===== config.mk =====
export PLATFORM = sky130hd
export DESIGN_NAME = pc_sequencer
export DESIGN_NICKNAME = d
export VERILOG_FILES = /design/src/rtl/pc_sequencer.sv
export SDC_FILE = /design/constraint.sdc
export NUM_CORES = 1
export LEC_CHECK = 0
export CAP_MARGIN = 20
export CORE_ASPECT_RATIO = 0.7
export CORE_MARGIN = 3
export CORE_UTILIZATION = 23
export DETAILED_ROUTE_END_ITERATION = 16
export MAX_ROUTING_LAYER = met4
export SYNTH_ARGS = -nofsm -noshare
export SYNTH_HDL_FRONTEND = slang
export SYNTH_SLANG_ARGS = --single-unit

===== constraint.sdc =====
create_clock -name CLK -period 1.9 [get_ports CLK]
set_clock_uncertainty 0.15 [all_clocks]
set_input_delay 0.38 -clock CLK [delete_from_list [all_inputs] [get_ports CLK]]
set_output_delay 0.38 -clock CLK [all_outputs]
set_load 0.005 [all_outputs]

===== src/rtl/pc_sequencer.sv =====
// Fetch-stage program counter: redirects, stalls, halt/resume, fetch qualify.
// Optional range check enabled by defining PC_BOUNDS_CHECK_EN.
module pc_sequencer #(
    parameter int                 ADDR_W       = 10,
    parameter logic [ADDR_W-1:0]  RESET_VECTOR = '0,
    parameter int                 MEM_WORDS    = 1024
) (
    input  logic              CLK,
    input  logic              Reset,
    input  logic              ResetPC,
    input  logic              Stall,
    input  logic              Halt,
    input  logic              Resume,
    input  logic              Jump,
    input  logic [ADDR_W-1:0] JumpTarget,
    input  logic              BranchTaken,
    input  logic [ADDR_W-1:0] BranchTarget,
    output logic [ADDR_W-1:0] PC,
    output logic [ADDR_W-1:0] PCPlus1,
    output logic              FetchValid,
    output logic              Halted,
    output logic              PCFault
);

    typedef enum logic [1:0] {
        ST_RUN    = 2'd0,
        ST_HALTED = 2'd1,
        ST_FLUSH  = 2'd2
    } state_t;

    // A memory of zero words can hold no program at all.
    if (MEM_WORDS < 1) begin : g_bad_cfg
        $error("pc_sequencer: MEM_WORDS must be at least 1");
    end

    state_t            state_q, state_d;
    logic [ADDR_W-1:0] pc_q, pc_d;
    logic              fault_q, fault_d;
    logic [ADDR_W-1:0] pc_inc;
    logic [ADDR_W-1:0] run_next;
    logic              oob_run;
    logic              oob_inc;

    // Sequential successor and the redirect-selected next PC (Jump beats branch).
    always_comb begin
        pc_inc   = pc_q + ADDR_W'(1);
        run_next = pc_inc;
        if (Jump) begin
            run_next = JumpTarget;
        end else if (BranchTaken) begin
            run_next = BranchTarget;
        end
    end

`ifdef PC_BOUNDS_CHECK_EN
    // Wrapped values are checked like any other candidate address.
    always_comb begin
        oob_run = 32'(run_next) >= MEM_WORDS;
        oob_inc = 32'(pc_inc) >= MEM_WORDS;
    end
`else
    // No range check: every address is fetchable.
    always_comb begin
        oob_run = 1'b0;
        oob_inc = 1'b0;
    end
`endif

    // Next-state selection, highest-priority condition first.
    always_comb begin
        pc_d    = pc_q;
        state_d = state_q;
        fault_d = fault_q;
        if (ResetPC) begin
            pc_d    = RESET_VECTOR;
            state_d = ST_FLUSH;
            fault_d = 1'b0;
        end else begin
            unique case (state_q)
                ST_FLUSH: begin
                    state_d = ST_RUN;
                end
                ST_HALTED: begin
                    if (Resume) begin
                        if (oob_inc) begin
                            fault_d = 1'b1;
                        end else begin
                            pc_d    = pc_inc;
                            state_d = ST_RUN;
                        end
                    end
                end
                ST_RUN: begin
                    if (Stall) begin
                        pc_d = pc_q;
                    end else if (Halt) begin
                        state_d = ST_HALTED;
                    end else if (oob_run) begin
                        fault_d = 1'b1;
                        state_d = ST_HALTED;
                    end else begin
                        pc_d = run_next;
                    end
                end
                default: begin
                    state_d = ST_FLUSH;
                end
            endcase
        end
    end

    // State registers; async reset restarts in FLUSH at the reset vector.
    always_ff @(posedge CLK or posedge Reset) begin
        if (Reset) begin
            pc_q    <= RESET_VECTOR;
            state_q <= ST_FLUSH;
            fault_q <= 1'b0;
        end else begin
            pc_q    <= pc_d;
            state_q <= state_d;
            fault_q <= fault_d;
        end
    end

    assign PC         = pc_q;
    assign PCPlus1    = pc_inc;
    assign FetchValid = (state_q == ST_RUN);
    assign Halted     = (state_q == ST_HALTED);
    assign PCFault    = fault_q;

endmodule

==> results of run 1 <==
## critical path, cell delays in order, from the launching register on
cell	delay, ps
dfrtp_1	380
ha_2	200
nand4_1	160
buf_4	210
o21ai_1	220
nand2b_4	70
buf_6	110
## cell families (layout without fill, tap and decap cells)
family	after synthesis	in the layout	share of synthesized area (%)
compound gates	49	49	35.9
fa+ha+maj	1	1	1.25
xor+xnor	5	5	4.38
buf+inv	17	122	7.63
mux	1	1	1.00
simple gates	33	33	19.3
flops	12	12	30.2
other cells	1	1	0.375
## per-layer routing
layer | track usage [%] | vias up | wire length, um
met5 | - | - | 0
met4 | 2.71 | 0 | 19
met3 | 3.07 | 4 | 220
met2 | 28.7 | 48 | 2130
met1 | 21.4 | 651 | 2050
li1 | - | 670 | -
## power groups by stage
stage	logic, mW	clock network [mW]	registers, mW
floorplan	0.0965	0	0.289
global placement	0.281	0	0.283
detailed placement	0.283	0	0.283
CTS	0.306	0.294	0.278
global route	0.348	0.302	0.281
finish	0.327	0.284	0.280
## stage by stage
stage | setup TNS [ps] | setup slack, ps | instances | instance area (sq um) | hold slack, ps
2_1_floorplan | 0 | 116 | 119 | 1000 | 94.0
3_3_place_gp | -2020 | -330 | 253 | 1810 | 411
3_5_place_dp | -2530 | -381 | 253 | 1810 | 418
4_1_cts | -872 | -209 | 274 | 2060 | 345
5_1_grt | -1280 | -323 | 276 | 2140 | 372
6_report | -781 | -230 | 276 | 2140 | 326
## synth_stat cells, types with 4 or more instances
library cell and number:
dfrtp_1 11, inv_1 11, o22ai_1 8, nand2_1 7, o21ai_0 7, a21o_1 5, a21oi_1 5, nor3_1 5
a221oi_1 4
## flip-flops by register name, indices dropped and copies added (netlist names)
| signal | count |
|---|---|
| PC | 10 |
| state_q | 2 |
## timing repair
item,4_1_cts,5_1_grt
gates cloned,0,0
pin swaps,15,12
buffers inserted,17,3
endpoints found under the setup margin,11,12
resized for setup,52,21
endpoints found under the hold margin,0,0
## cells in the final DEF, fill, tap and decap left out, types with 4 or more instances in the layout
cell type and instances:
o21ai_0 4, clkbuf_8 4, buf_4 49, clkdlybuf4s50_1 33
a221oi_1 4, o22ai_1 8, buf_6 9, dlygate4sd2_1 7
dfrtp_1 11, inv_1 10, buf_2 4, a21oi_1 5
a21o_1 5, nand2_1 6
## layout make-up
type,instances,area share [%]
clock buffers,4,2.57
inverters,12,2.34
multi-input cells,90,35.2
flip-flops and latches,12,14.1
well taps,52,3.04
repair buffers,106,42.8
## worst max path at each step
stage / from / endpoint / slack (ps) / depth (start not counted)
floorplan: PC[0]$_DFFE_PP0P_ / PCPlus1[6] / 120 / 4
global placement: PC[0]$_DFFE_PP0P_ / PCPlus1[6] / -330 / 5
detailed placement: PC[1]$_DFFE_PP0P_ / PCPlus1[6] / -380 / 5
CTS: PC[1]$_DFFE_PP0P_ / PCPlus1[8] / -210 / 6
global route: PC[1]$_DFFE_PP0P_ / PCPlus1[8] / -320 / 6
finish: PC[1]$_DFFE_PP0P_ / PCPlus1[8] / -230 / 6
==> impl_metrics.csv, run 1 <==
group,metric,value,unit
setup_path,crit_path_end_kind,"output pin",
timing,setup_violations,6,
die,pin_count,51,
yosys,ys_types,45,
yosys,synthTopCellsByArea,"dfrtp_1, o22ai_1, inv_1",
setup_path,critPathKind,"reg2out",
yosys,syn_area_per_cell,8.40,sq um
die,dieArea,0.00519,sq mm
hold_path,hold_class,"in2async",
yosys,synth_edf_count,0,
power,p_switching,0.250,mW
timing,fin_crit_sh,112,%
global_route,grt_util_all_layers,16.7,%
timing,slew_headroom,65.7,%
layout,insertedDiodeCount,0,
power,p_int,0.640,mW
layout,nets,254,
yosys,ys_ff_latch,12,
placement,dp_hpwl,3140,um
power,p_leak,1.03,nW
setup_path,r2r-end,"PC[4]$_DFFE_PP0P_",
setup_path,crit_required,1370,ps
die,initial_core_util,24.7,%
clocking,htreeDepth,1,
layout,utilization,53.0,%
layout,nFillCells,356,
placement,gp_congestion,0.909,
yosys,synthCells,119,
die,die_h,61.2,um
setup_path,arrival,1600,ps
clocking,cts_tree,"built",
detailed_routing,drt.antenna.violating_nets,0,
layout,regArea,302,sq um
setup_path,start_kind,"register",
yosys,synth_seq_area_share,30.2,%
global_route,grt_pass1_wl,6540,um
setup_path,r2r_setup_slack,60,ps
power,combPwrFrac,36.7,%
clocking,cts_buffer_depth,2,
global_route,grt_pass1_vias,1328,
yosys,async_flop_share,100,%
global_route,grt_overflow,0,
detailed_routing,vias,1373,
detailed_routing,drt-pass1-iter-count,4,
power,seqPwrFrac,31.4,%
yosys,postSynth.topFlopCell,"dfrtp_1",
timing,final.min_clock_period,2130,ps
clocking,clock_latency,240,ps
setup_path,r2r-start,"PC[1]$_DFFE_PP0P_",
detailed_routing,postRouteWirelength,4430,um
timing,finalHoldViolCount,0,
yosys,yosysWarningCount,0,
layout,multiInputGateArea,754,sq um
die,placementRows,19,
detailed_routing,wl_per_cell,16.0,um
detailed_routing,drcViolationCount,0,
die,die_x,84.8,um
clocking,postCtsHoldBufs,0,
power,ir_worst_vdd,0.262,mV
clocking,cts_sinks,12,
placement,port_buffers,49,
setup_path,r2r_cells,8,
timing,rsz0062_at_grt,"true",
clocking,cts.clk_slew.worst_paths,50,ps
power,fin_total_pwr,0.891,mW
power,power_density,416,mW/mm^2
yosys,synth_top_area_share,27.5,%
timing,maxSlewViolCount,0,
detailed_routing,vias_per_cell,4.97,
yosys,netlist_area,1000,sq um
timing,fin_ws,-230,ps
global_route,grt_max_degree,13,
setup_path,worst-path-max-fanout,3,
global_route,antenna_found_initial,0,
clocking,cts_inserted_buffers,3,
power,switching_share,28.1,%
run_status,status,"finished, violations left",
timing,fmax,0.469,GHz
power,p_clk_share,31.9,%
timing,tightest_slew,514,ps
layout,areaGrowthSynthToFinish,114,%
detailed_routing,drt_first_iter_violations,71,
clocking,cts_root_buf,"clkbuf_8",
yosys,yosys.area.top_type,"dfrtp_1",
job,drv_cap,0,
run_status,violations,"setup timing",
yosys,synth_fp_nets,148,
die,core_area,0.00404,sq mm
layout,drive_above_1_share,40.2,%
(Power assumes the default switching activity.)
==> run 2: changes to the inputs <==
--- a/config.mk
+++ b/config.mk
@@ -6,5 +6,5 @@
 export NUM_CORES = 1
 export LEC_CHECK = 0
-export CAP_MARGIN = 20
+export CAP_MARGIN = 5
 export CORE_ASPECT_RATIO = 0.7
 export CORE_MARGIN = 3
==> constraint.sdc (replaced) <==
create_clock -name CLK -period 1.9 [get_ports CLK]
set_clock_uncertainty 0.15 [all_clocks]
set_input_delay 0.475 -clock CLK [delete_from_list [all_inputs] [get_ports CLK]]
set_output_delay 0.475 -clock CLK [all_outputs]
set_load 0.005 [all_outputs]
==> impl_metrics.csv, run 2 (synthesis results as in run 1) <==
group,metric,value,unit
global_route,grt_max_degree,13,
timing,final.min_clock_period,2220,ps
clocking,cts.clk_slew.worst_paths,60,ps
layout,regArea,303,sq um
global_route,grt_overflow,0,
timing,fmax,0.451,GHz
placement,port_buffers,49,
timing,finalHoldViolCount,0,
detailed_routing,postRouteWirelength,4740,um
clocking,cts_inserted_buffers,3,
detailed_routing,drt-pass1-iter-count,4,
clocking,htreeDepth,1,
detailed_routing,wl_per_cell,16.4,um
hold_path,hold_class,"in2async",
power,fin_total_pwr,0.897,mW
detailed_routing,wl_met2,2360,um
clocking,cts_root_buf,"clkbuf_8",
layout,areaGrowthSynthToFinish,132,%
detailed_routing,drcViolationCount,0,
die,die_x,84.8,um
layout,multiInputGateArea,823,sq um
clocking,cts_tree,"built",
timing,maxSlewViolCount,0,
job,drv_cap,0,
detailed_routing,drt.antenna.violating_nets,0,
global_route,antenna_found_initial,0,
power,power_density,387,mW/mm^2
clocking,clock_latency,250,ps
die,die_h,61.2,um
timing,tns,-1550,ps
setup_path,crit_top_cell,"buf_6",
die,pin_count,51,
timing,fin_crit_sh,117,%
timing,rsz0062_at_grt,"true",
setup_path,cp_slowest_cell,"dfrtp_1",
layout,nets,267,
timing,fin_ws,-315,ps
detailed_routing,vias_per_cell,5.14,
layout,layout_common_cells,"buf_4, clkdlybuf4s50_1, buf_6",
setup_path,slowest_delay,400,ps
layout,fin_cells,289,
setup_path,crit_required,1270,ps
detailed_routing,top_layer_used,"met4",
placement,dp.cells,255,
setup_path,arrival,1590,ps
layout,largest_reg_flops,10,
power,ir_worst_vdd,0.254,mV
placement,gp_congestion,0.895,
detailed_routing,drt_first_iter_violations,99,
clocking,cts_buffer_depth,2,
run_status,status,"finished, violations left",
setup_path,crit_path_end_kind,"output pin",
die,placementRows,19,
global_route,grt_pass1_vias,1526,
timing,tightest_slew,557,ps
clocking,postCtsHoldBufs,0,
detailed_routing,m1WireLength,1970,um
global_route,grt_pass1_wl,7250,um
setup_path,worst-path-max-fanout,3,
setup_path,critPathKind,"reg2out",
layout,insertedDiodeCount,0,
timing,setup_violations,9,
global_route,grt_util_all_layers,18.6,%
detailed_routing,wl_met3,317,um
timing,slew_headroom,62.8,%
die,dieArea,0.00519,sq mm
detailed_routing,vias,1485,
run_status,violations,"setup timing",
layout,utilization,57.3,%
setup_path,start_kind,"register",
setup_path,worstPathCellList,"ha_4 -> nand4_1 -> buf_4 -> buf_6 -> o21ai_4 -> nand2b_4 -> buf_6",
die,initial_core_util,24.7,%
layout,nFillCells,334,
power,p_leak,1.19,nW
placement,dp_hpwl,3080,um
layout,final_common_cell,"buf_4",
clocking,cts_sinks,12,
die,core_area,0.00404,sq mm
layout,drive_above_1_share,48.1,%
==> run 2: final timing paths <==
kind / start / to / slack [ps] / cells after the start
setup reg to reg: PC[0]$_DFFE_PP0P_ / PC[8]$_DFFE_PP0P_ / -90 / 9
hold reg to reg: PC[9]$_DFFE_PP0P_ / PC[9]$_DFFE_PP0P_ / 470 / 1
setup / recovery: PC[0]$_DFFE_PP0P_ / PCPlus1[8] / -320 / 7
hold / removal: Reset / PC[6]$_DFFE_PP0P_ / 430 / 2
min in group CLK: PC[9]$_DFFE_PP0P_ / PC[9]$_DFFE_PP0P_ / 470 / 1
max in group asynchronous: Reset / PC[5]$_DFFE_PP0P_ / 780 / 2
==> run 2: metal layers <==
metal | vias to the layer above | global-route usage, %
met5 | - | -
met4 | 0 | 6.55
met3 | 11 | 3.61
met2 | 70 | 32.9
met1 | 708 | 21.7
li1 | 696 | -
==> run 2: cell type report <==
cell class,count,share of cell area (%)
well taps,52,2.81
clock buffers,4,1.95
multi-input cells,90,35.6
inverters,12,2.16
flip-flops and latches,12,13.1
repair buffers,119,44.4
==> run 2: per-stage QoR <==
step	area [sq um]	setup WS [ps]	hold WS (ps)
after floorplan	1000	20.7	189
after global placement	1830	-355	414
after detailed placement	1830	-379	423
after CTS	2100	-311	437
after global routing	2310	-374	474
final	2310	-315	426
==> run 2: power by group <==
group          switching (mW)  internal, mW  total [mW]
clock network           0.114         0.149       0.262
logic                   0.152         0.205       0.356
registers              0.0102         0.268       0.278
total                   0.275         0.621       0.897
==> run 2: what timing repair did <==
item	CTS	global route
resized for setup	69	35
endpoints found under the setup margin	20	20
pin swaps	17	19
setup buffers	19	11
==> run 2: worst max-delay path: cells and delay by family (launching register included) <==
kind	cells	cell delay (ps)
fa+ha+maj	1	150
simple gates	2	190
compound gates	1	160
buf+inv	3	430
flops	1	400
==> run 3: changes to the inputs <==
- clock period: 1.9 -> 2.18 ns (I/O delays scaled with it)
==> impl_metrics.csv, run 3 (synthesis results as in run 1) <==
group,metric,value,unit
layout,fin_cells,268,
setup_path,worst-path-max-fanout,3,
detailed_routing,wl_per_cell,15.8,um
layout,final_common_cell,"buf_4",
clocking,cts_tree,"built",
global_route,grt_pass1_vias,1388,
setup_path,arrival,1610,ps
global_route,grt_util_all_layers,17.6,%
layout,drive_above_1_share,38.4,%
timing,final.min_clock_period,2310,ps
timing,fin_crit_sh,106,%
placement,dp.cells,248,
detailed_routing,vias,1366,
die,initial_core_util,24.7,%
timing,fin_ws,-129,ps
setup_path,worstPathCellList,"ha_2 -> nand4_1 -> buf_4 -> nor3_4 -> nand2b_4 -> buf_6",
global_route,antenna_found_initial,0,
clocking,postCtsHoldBufs,0,
clocking,htreeDepth,1,
detailed_routing,drcViolationCount,0,
die,die_h,61.2,um
placement,place_area,0.00178,sq mm
clocking,cts_buffer_depth,2,
setup_path,crit_family,"simple AND/OR/NAND/NOR gates",
run_status,status,"finished, violations left",
setup_path,slowest_delay,360,ps
detailed_routing,vias_per_cell,5.10,
setup_path,crit_path_end_kind,"output pin",
layout,nets,246,
detailed_routing,drt-pass1-iter-count,4,
run_status,violations,"setup timing",
timing,fmax,0.433,GHz
setup_path,cp_slowest_cell,"dfrtp_1",
timing,maxSlewViolCount,0,
die,placementRows,19,
detailed_routing,drt.antenna.violating_nets,0,
setup_path,crit_buf_inv,2,
timing,rsz0062_at_grt,"true",
clocking,cts_inserted_buffers,3,
layout,largest_reg_flops,10,
job,drv_cap,0,
power,p_leak,0.963,nW
detailed_routing,postRouteWirelength,4230,um
detailed_routing,m1WireLength,1940,um
placement,port_buffers,49,
detailed_routing,wl_met2,2040,um
clocking,clock_latency,250,ps
timing,slew_headroom,63.4,%
die,core_area,0.00404,sq mm
timing,setup_violations,3,
clocking,cts.clk_slew.worst_paths,60,ps
global_route,grt_overflow,0,
hold_path,hold_class,"reg2reg",
placement,pre_cts_ws,-181,ps
detailed_routing,drt_first_iter_violations,74,
power,ir_worst_vdd,0.223,mV
placement,gp_congestion,0.855,
layout,final_area,0.00205,sq mm
die,dieArea,0.00519,sq mm
setup_path,start_kind,"register",
detailed_routing,top_layer_used,"met4",
die,pin_count,51,
layout,layout_common_cells,"buf_4, clkdlybuf4s50_1, inv_1",
timing,tightest_slew,548,ps
detailed_routing,wl_met3,183,um
layout,areaGrowthSynthToFinish,105,%
timing,finalHoldViolCount,0,
setup_path,critPathKind,"reg2out",
clocking,cts_sinks,12,
placement,dp_hpwl,3060,um
layout,insertedDiodeCount,0,
power,power_density,358,mW/mm^2
clocking,cts_root_buf,"clkbuf_8",
global_route,grt_pass1_wl,6840,um
global_route,grt_max_degree,17,
setup_path,crit_required,1480,ps
die,die_x,84.8,um
## run 3: cell count changes in the layout (fill, tap and decap cells not counted), sizes merged
| cell | change |
|---|---|
| dlymetal6s2s | -3 |
| clkdlybuf4s50 | +14 |
| dlygate4sd2 | -6 |
| clkbuf | -2 |
| buf | -24 |
## run 3: metrics by stage
stage	TNS [ps]	hold WS (ps)	total power, mW	util [%]
6_report	-196	442	0.734	50.7
3_3_place_gp	-559	409	0.481	44.0
4_1_cts	-166	444	0.726	49.3
3_5_place_dp	-885	415	0.484	44.0
2_1_floorplan	0	259	0.336	-
5_1_grt	-442	454	0.772	50.7
## run 3: routing by layer
metal,track usage (%),vias to the layer above
met5,-,-
met4,5.19,0
met3,3.21,9
met2,31.1,46
met1,21.1,663
li1,-,648
## run 3: worst paths after layout
check	from	cells past startpoint	end	slack [ps]
min in group asynchronous	Reset	2	PC[4]$_DFFE_PP0P_	500
hold / removal	PC[9]$_DFFE_PP0P_	1	PC[9]$_DFFE_PP0P_	440
setup reg to reg	PC[1]$_DFFE_PP0P_	8	PC[8]$_DFFE_PP0P_	260
hold reg to reg	PC[9]$_DFFE_PP0P_	1	PC[9]$_DFFE_PP0P_	440
max in group asynchronous	Reset	2	state_q[0]$_DFFE_PP0P_	980
setup / recovery	PC[1]$_DFFE_PP0P_	6	PCPlus1[8]	-130
## run 3: final cells by class
type	instances	area (sq um)
Fill cell	371	1990
Timing Repair Buffer	98	846
Multi-Input combinational cell	90	741
Sequential cell	12	304
Tap cell	52	65.1
Inverter	12	50.0
Clock buffer	4	45.0
## run 3: power breakdown
part | internal (mW) | switching (mW) | leakage, nW
registers | 0.234 | 0.00910 | 0.159
clock network | 0.129 | 0.0956 | 0.0228
logic | 0.155 | 0.111 | 0.782
## run 3: what timing repair did
action                     in CTS  in global routing
buffers inserted               13                  3
gates resized for setup        43                 13
setup endpoints to repair       9                  9
pin swaps                      12                  7
